[config.mk]
export PLATFORM = sky130hd
export DESIGN_NAME = ccff_chain_loader_flat
export DESIGN_NICKNAME = d
export VERILOG_FILES = /design/src/rtl/ccff_chain_loader_if.sv /design/src/rtl/ccff_chain_loader.sv /design/src/flat_wrapper.sv
export SDC_FILE = /design/constraint.sdc
export NUM_CORES = 1
export LEC_CHECK = 0
export CORE_MARGIN = 10
export CORE_UTILIZATION = 48
export DETAILED_ROUTE_END_ITERATION = 12
export HOLD_SLACK_MARGIN = 0.08
export PLACE_DENSITY = 0.75
export SKIP_CTS_REPAIR_TIMING = 1
export SYNTH_ARGS = -nofsm -noshare
export SYNTH_HDL_FRONTEND = slang
export SYNTH_SLANG_ARGS = --single-unit
[constraint.sdc]
create_clock -name i_prog_clk -period 7.62 [get_ports i_prog_clk]
set_input_delay 1.524 -clock i_prog_clk [delete_from_list [all_inputs] [get_ports i_prog_clk]]
set_output_delay 1.524 -clock i_prog_clk [all_outputs]
set_load 0.01 [all_outputs]
[src/rtl/ccff_chain_loader_if.sv]
// Host bitstream word stream into the chain loader.
// A word transfers on a clock edge where word_valid and word_ready are both high.
interface ccff_chain_loader_if #(
  parameter int WORD_W = 32
);
  logic [WORD_W-1:0] word_data;
  logic              word_valid;
  logic              word_ready;

  modport master (output word_data, output word_valid, input word_ready);
  modport slave  (input word_data, input word_valid, output word_ready);
endinterface

[src/rtl/ccff_chain_loader.sv]
// Serializes host words MSB-first onto a tile configuration chain (ccff_head/ccff_tail),
// with an optional second pass that checks the returning tail bits against a resent stream.
module ccff_chain_loader #(
  parameter int WORD_W    = 32,
  parameter int CHAIN_LEN = 44,
  parameter int CNT_W     = 16,
  parameter bit VERIFY    = 1'b1
) (
  input  logic               i_prog_clk,
  input  logic               i_pReset,
  input  logic               i_start,
  ccff_chain_loader_if.slave host,
  output logic               o_ccff_head,
  output logic               o_ccff_shift_en,
  input  logic               i_ccff_tail,
  output logic               o_busy,
  output logic               o_done,
  output logic               o_readback_err,
  output logic [CNT_W-1:0]   o_bit_count
);

  localparam int REM_W = $clog2(WORD_W + 1);

  typedef enum logic [2:0] {
    S_IDLE, S_FETCH, S_SHIFT, S_PASSEND, S_DONE
  } state_t;

  state_t             r_state, w_next;
  logic [WORD_W-1:0]  r_shreg;
  logic [REM_W-1:0]   r_remain;
  logic [CNT_W-1:0]   r_bit_count;
  logic               r_pass2;
  logic               r_head;
  logic               r_shift_en;
  logic               r_err;

  logic               w_hs;
  logic [CNT_W-1:0]   w_left;
  logic [REM_W-1:0]   w_load_remain;
  logic               w_last_bit;

  assign w_hs          = (r_state == S_FETCH) && host.word_valid;
  assign w_left        = CNT_W'(CHAIN_LEN) - r_bit_count;
  // The final word of a pass may be partial; its excess low bits are never shifted.
  assign w_load_remain = (w_left >= CNT_W'(WORD_W)) ? REM_W'(WORD_W) : REM_W'(w_left);
  assign w_last_bit    = (r_remain == REM_W'(1));

  always_ff @(posedge i_prog_clk or posedge i_pReset) begin
    if (i_pReset) r_state <= S_IDLE;
    else          r_state <= w_next;
  end

  always_comb begin
    w_next = r_state;
    case (r_state)
      S_IDLE:    if (i_start) w_next = S_FETCH;
      S_FETCH:   if (w_hs) w_next = S_SHIFT;
      S_SHIFT:   if (w_last_bit)
                   w_next = (r_bit_count == CNT_W'(CHAIN_LEN - 1)) ? S_PASSEND : S_FETCH;
      S_PASSEND: w_next = (VERIFY && !r_pass2) ? S_FETCH : S_DONE;
      S_DONE:    w_next = S_IDLE;
      default:   w_next = S_IDLE;
    endcase
  end

  always_ff @(posedge i_prog_clk or posedge i_pReset) begin
    if (i_pReset) begin
      r_shreg     <= '0;
      r_remain    <= '0;
      r_bit_count <= '0;
      r_pass2     <= 1'b0;
      r_head      <= 1'b0;
      r_shift_en  <= 1'b0;
      r_err       <= 1'b0;
    end else begin
      r_shift_en <= 1'b0;
      // Tail still carries the pass-1 bit of the index now presented on head.
      if (r_shift_en && r_pass2 && (i_ccff_tail != r_head))
        r_err <= 1'b1;
      case (r_state)
        S_IDLE: if (i_start) begin
          r_bit_count <= '0;
          r_pass2     <= 1'b0;
          r_err       <= 1'b0;
        end
        S_FETCH: if (w_hs) begin
          r_shreg  <= host.word_data;
          r_remain <= w_load_remain;
        end
        S_SHIFT: begin
          r_head      <= r_shreg[WORD_W-1];
          r_shift_en  <= 1'b1;
          r_shreg     <= {r_shreg[WORD_W-2:0], 1'b0};
          r_bit_count <= r_bit_count + 1'b1;
          r_remain    <= r_remain - 1'b1;
        end
        S_PASSEND: if (VERIFY && !r_pass2) begin
          r_pass2     <= 1'b1;
          r_bit_count <= '0;
        end
        default: ;
      endcase
    end
  end

  assign host.word_ready = (r_state == S_FETCH);
  assign o_ccff_head     = r_head;
  assign o_ccff_shift_en = r_shift_en;
  assign o_busy          = (r_state == S_FETCH) || (r_state == S_SHIFT) || (r_state == S_PASSEND);
  assign o_done          = (r_state == S_DONE);
  assign o_readback_err  = r_err;
  assign o_bit_count     = r_bit_count;

endmodule

[src/flat_wrapper.sv]
// flat-port wrapper written by rule: the top's interface ports become plain ports
module ccff_chain_loader_flat 
#(
  parameter int WORD_W    = 32,
  parameter int CHAIN_LEN = 44,
  parameter int CNT_W     = 16,
  parameter bit VERIFY    = 1'b1
)
  (i_prog_clk, i_pReset, i_start, o_ccff_head, o_ccff_shift_en, i_ccff_tail, o_busy, o_done, o_readback_err, o_bit_count, host_word_data, host_word_valid, host_word_ready);
  ccff_chain_loader_if #(.WORD_W(WORD_W)) host_i ();
  input  logic i_prog_clk;
  input  logic i_pReset;
  input  logic i_start;
  output logic o_ccff_head;
  output logic o_ccff_shift_en;
  input  logic i_ccff_tail;
  output logic o_busy;
  output logic o_done;
  output logic o_readback_err;
  output logic [CNT_W-1:0] o_bit_count;
  input wire logic [$bits(host_i.word_data)-1:0] host_word_data;
  input wire logic [$bits(host_i.word_valid)-1:0] host_word_valid;
  output wire logic [$bits(host_i.word_ready)-1:0] host_word_ready;
  assign host_i.word_data = host_word_data;
  assign host_i.word_valid = host_word_valid;
  assign host_word_ready = host_i.word_ready;
  ccff_chain_loader #(.WORD_W(WORD_W), .CHAIN_LEN(CHAIN_LEN), .CNT_W(CNT_W), .VERIFY(VERIFY)) u_core (.i_prog_clk(i_prog_clk), .i_pReset(i_pReset), .i_start(i_start), .host(host_i), .o_ccff_head(o_ccff_head), .o_ccff_shift_en(o_ccff_shift_en), .i_ccff_tail(i_ccff_tail), .o_busy(o_busy), .o_done(o_done), .o_readback_err(o_readback_err), .o_bit_count(o_bit_count));
endmodule
[Word level (Yosys, flattened, before mapping)]
Cells that the tools add are included.
Word-level totals
  register bits: 61
  bits in latches: 0
  bits in writable memories: 0
  bits in read-only memories: 0
  bits of input ports: 37
  output and inout port bits: 22
  logic and storage cells: 56
  memories: 0
Operators by class
  $add $sub $neg: 3
  multipliers: 0
  divide/modulo/power cells: 0
  order comparisons: 1
  eq/ne operators: 11
  shift-type cells: 0
  multiplexer cells: 20
  bitwise operators: 0
  reduce and logical (&&, ||, !) cells: 13
Operator list (number)
  one-hot mux 32 bit (2 select lines): 1
  one-hot mux 16 bit (3 select lines): 1
  two-way mux 16 bit: 2
  two-way mux 32 bit: 1
  adder 16 x 1 -> 16 bit (second input constant): 1
  == test 16 x 6 -> 1 bit (second input constant): 1
  >= comparator 16 x 6 -> 1 bit (second input constant): 1
  subtractor 6 x 16 -> 16 bit (first input constant): 1
  two-way mux 3 bit: 4
  two-way mux 6 bit: 2
  one-hot mux 3 bit (4 select lines): 1
  one-hot mux 6 bit (2 select lines): 1
  == test 3 x 2 -> 1 bit (second input constant): 2
  == test 6 x 1 -> 1 bit (second input constant): 1
  AND reduction 3 bit: 2
  subtractor 6 x 1 -> 6 bit (second input constant): 1
  two-way mux 1 bit: 5
  inequality test 2 x 1 -> 1 bit (second input constant): 2
  inequality test 2 bit (second input constant): 2
  AND reduction 2 bit: 2
  nonzero test 2 bit: 2
  == test 3 x 1 -> 1 bit (second input constant): 1
  == test 3 bit (second input constant): 1
  logical AND 1 bit: 3
  other kinds (6): 7

[Logic depth before layout (Yosys ltp)]
  depth after elaboration: 5
  depth in mapped cells: 9
  mapped depth without buffers: 8

[Worst setup path before layout]
OpenSTA, ideal clock, no wires.
  kind: input port to flip-flop
  start point: in i_start
  end point: reg u_core.r_bit_count[13], in the netlist u_core.o_bit_count[13]
  library setup time: 0.078 ns
  arrival: 2.654 ns
  data required time: 7.542 ns
  setup slack: 4.888 ns
  stages: 5
  buffers on the path: 0
  path through: o21bai_1 -> a21oi_1 -> nand4_1 -> or3_1 -> a21oi_1
Between the ends
  cells in the longest elaborated chain, start to end: 2
Ends and longest elaborated chain
  start, declared: line flat_wrapper.sv:13  | input logic i_start;
  inequality test 2 bit (no line)
  AND reduction 3 bit (no line)
  end signal, assigned: line ccff_chain_loader.sv:94  | r_bit_count <= r_bit_count + 1'b1;
  end, declared: line ccff_chain_loader.sv:31  | logic [CNT_W-1:0] r_bit_count;
Every way passes these cells.
A chain may end at the register's enable or synchronous reset.

[Final worst setup path]
  start point: in host_word_valid
  end point: reg u_core.r_remain[5]
Between the ends
  cells in the longest elaborated chain, start to end: 3
Ends and longest elaborated chain
  start, declared: line flat_wrapper.sv:22  | input wire logic [$bits(host_i.word_valid)-1:0] host_word_valid;
  logical AND 1 bit: line ccff_chain_loader.sv:42  | assign w_hs = (r_state == S_FETCH) && host.word_valid;
  inequality test 2 x 1 -> 1 bit (no line)
  AND reduction 2 bit (no line)
  end signal, assigned: line ccff_chain_loader.sv:88  | r_remain <= w_load_remain;
  end signal, assigned: line ccff_chain_loader.sv:95  | r_remain <= r_remain - 1'b1;
  end, declared: line ccff_chain_loader.sv:30  | logic [REM_W-1:0] r_remain;
Every way passes these cells.

==> summary.txt <==
Status
  • Status: finished clean

Pwr
  • Power per Cell Area: 330.0 mW/mm²
  • Peak VDD IR: 0.0002063 V
  • Lkg Pwr: roughly 1.7 nW

Global routing
  • Global-route wire length before repair: approximately 12000 µm
  • Number of global-route vias before repair: 2617
  • Total gr overflow: 0
  • Global router's overall resource usage: 0.1480
  • Largest net degree at the start of global routing: 62
  • Initial antenna violation count: 0

Placement
  • Placed Instances: between 400 and 500
  • Area post-placement: roughly 0.0037 mm²
  • Port buffer count: 58
  • RePlAce Congestion: between 0.8 and 0.9
  • Detail Placement HPWL: 4977 µm

Logic synthesis
  • Cell taking the most area after synthesis: dfrtp_1
  • Mean post-synth cell area: 8.709 µm²
  • Gate Count Post-Synth: roughly 350
  • Synth unique cells: 42
  • Netlist Area Pre-Place: 0.003083 mm²
  • Synth area leaders: dfrtp_1, nor2_1, o22ai_1
  • Part of the Yosys area used for sequential elements: 0.4951
  • Yosys warns: 0
  • Yosys reg bits: 61
  • Share of the synthesized area in the top cell type: 0.4951
  • Mapped Nets: 396

Min path
  • Hold Crit Depth: 2
  • Hold Crit Start: u_core.r_shreg[31]
  • Hold EP: u_core.o_ccff_head
  • Min-delay worst type: flop to flop

Route
  • Iteration-0 DRC Markers: 200
  • # DRC: 0
  • DR vias: approximately 2700
  • Routed WL: 7253 µm
  • Drt pass-1 iters: 4
  • Vias per cell: 5.482
  • Wirelength per Cell: 14.86 µm
  • Detail Route Antenna Nets: 0

CTS
  • CTS root buf: clkbuf_8
  • CTS HTree Levels: 3
  • Clock sinks: 61
  • Clock-pin slew on the worst setup and hold paths: 70 ps
  • Max clock buf depth: 2
  • Cts bufs inserted: 9
  • CTS tree: built
  • Clk Latency, worst-skew pair: 330 ps

Finish
  • Area Growth Syn to Fin: 26.95%
  • Fillers: 552
  • Non-Filler Instances: 488
  • FF/Latch Area: about 0.0015 mm²
  • Nets: 448
  • Commonest non-fill, non-tap cells in the layout: nor2_1, dfrtp_1, clkdlybuf4s50_1, nand2_1, o22ai_1
  • Finished Cell Area: roughly 0.004 mm²
  • Leading cell type in the layout, fill and taps excluded: nor2_1
  • ANT cells: 0
  • Post-layout util: 0.6235
  • Layout cell share with drive strength beyond 1: 0.05839
  • Multi-input logic area: 0.001439 mm²

Timing
  • Final-report max-slew violation count: 0
  • Min Tclk post-route: 3505 ps
  • Maximum clock rate: 285.3 MHz
  • Least-Margin Pin Slew: 1013 ps
  • RSZ-0062 raised after global routing: false
  • TNS Setup: 0 ps
  • Final Hold Vio Count: 0
  • Final setup vio count: 0
  • Max-slew headroom: 0.3228
  • Fin crit share: 0.4599
  • Post-Route Skew: 8.682 ps

Worst setup path
  • Critical Path RT: 7830 ps
  • Worst Path Arrival: ~3700 ps
  • Startpoint Class: primary input
  • Worst R2R End: u_core.r_remain[5]
  • Crit end category: flop
  • Critical path type: primary input to flop
  • Critical Path Fanout Max: 35
  • R2r worst-path depth: 8
  • Reg2reg start: u_core.o_bit_count[0]
  • Worst reg2reg setup slack: 4740 ps

Floorplan
  • I/O pin total: between 50 and 60
  • Core box area: ~0.0063 mm²
  • Die width: about 100 µm
  • Die Ht: ~100 µm
  • Starting Density: 0.4911
  • Die ar.: 0.01003 mm²
  • Num rows: 29

Run
  • Max-cap viol count: 0
## layer usage
metal  global-route usage  part of all wire  wire length (µm)
met5                    0                 0                 0
met1               0.1918              0.45              3268
met4              0.06739             0.014               100
met2               0.2250              0.47              3401
met3              0.03984             0.067               483
## Yosys cell counts, drive strengths merged
master	n
a211oi	1
a21boi	1
a21o	1
a21oi	12
a221o	1
a22o	1
a31oi	2
a32oi	1
and2	3
and3	6
buf	5
clkbuf	16
dfrtp	61
ha	5
inv	7
mux2i	1
nand2	36
nand2b	3
nand3	8
nand4	3
nand4b	2
nor2	90
nor2b	1
nor3	5
nor4	3
o211a	1
o21a	1
o21ai	11
o21bai	2
o221ai	2
o22a	1
o22ai	31
o31ai	3
or3	6
or4	1
or4bb	1
xnor2	7
xor2	12
## metrics by stage
step / power [mW] / hold slack [ps] / setup slack (ps)
global placement: 0.9678 / 449.7 / 3848
detailed placement: 0.9896 / 453.5 / 3759
global route: 1.400 / 512.3 / 3914
CTS: 1.303 / 472.1 / 4119
floorplan: 0.8434 / 438.6 / 4583
finish: 1.291 / 471.9 / 4115
## final cells by class
| class | count | area share |
|---|---|---|
| inverter | 7 | 0.006714 |
| tap | 77 | 0.02462 |
| multi-input combinational | 265 | 0.3676 |
| clock buffer | 10 | 0.03261 |
| sequential | 61 | 0.3900 |
| clock inverter | 6 | 0.02238 |
| timing repair buffer | 62 | 0.1560 |
## power breakdown
part / total [mW] / leakage (nW) / internal (mW) / switching [mW]
logic: 0.454 / 0.815 / 0.192 / 0.261
clock network: 0.312 / 0.0985 / 0.184 / 0.129
registers: 0.525 / 0.740 / 0.441 / 0.0840
## critical path: stages
cell	delay, ps
clkdlybuf4s50_1	500
nand3_1	90
buf_4	260
nand2_1	800
a21boi_0	200
a221o_1	320
## how the worst max path moves through the flow
stage                     from               endpoint  cells past startpoint
2_1_floorplan         i_pReset  u_core.o_bit_count[0]                      1
3_3_place_gp   host_word_valid     u_core.r_remain[5]                      6
3_5_place_dp   host_word_valid     u_core.r_remain[5]                      6
4_1_cts        host_word_valid     u_core.r_remain[5]                      6
5_1_grt        host_word_valid     u_core.r_remain[5]                      6
6_report       host_word_valid     u_core.r_remain[5]                      6
## cell families after synthesis
logic type      after synthesis  share of synthesized area
compound gates               72                     0.1469
xor+xnor                     19                    0.05398
fa+ha+maj                     5                    0.02029
buf+inv                      28                    0.03815
flops                        61                     0.4951
mux                           1                   0.003247
simple gates                168                     0.2423
## flip-flops by register name, indices dropped and copies added, names as in the netlist
| signal | count |
|---|---|
| u_core.r_state | 3 |
| u_core.r_remain | 6 |
| u_core.o_readback_err | 1 |
| u_core.r_shreg | 32 |
| u_core.o_ccff_shift_en | 1 |
| u_core.o_ccff_head | 1 |
| u_core.r_pass2 | 1 |
| u_core.o_bit_count | 16 |
(Power assumes the default switching activity.)
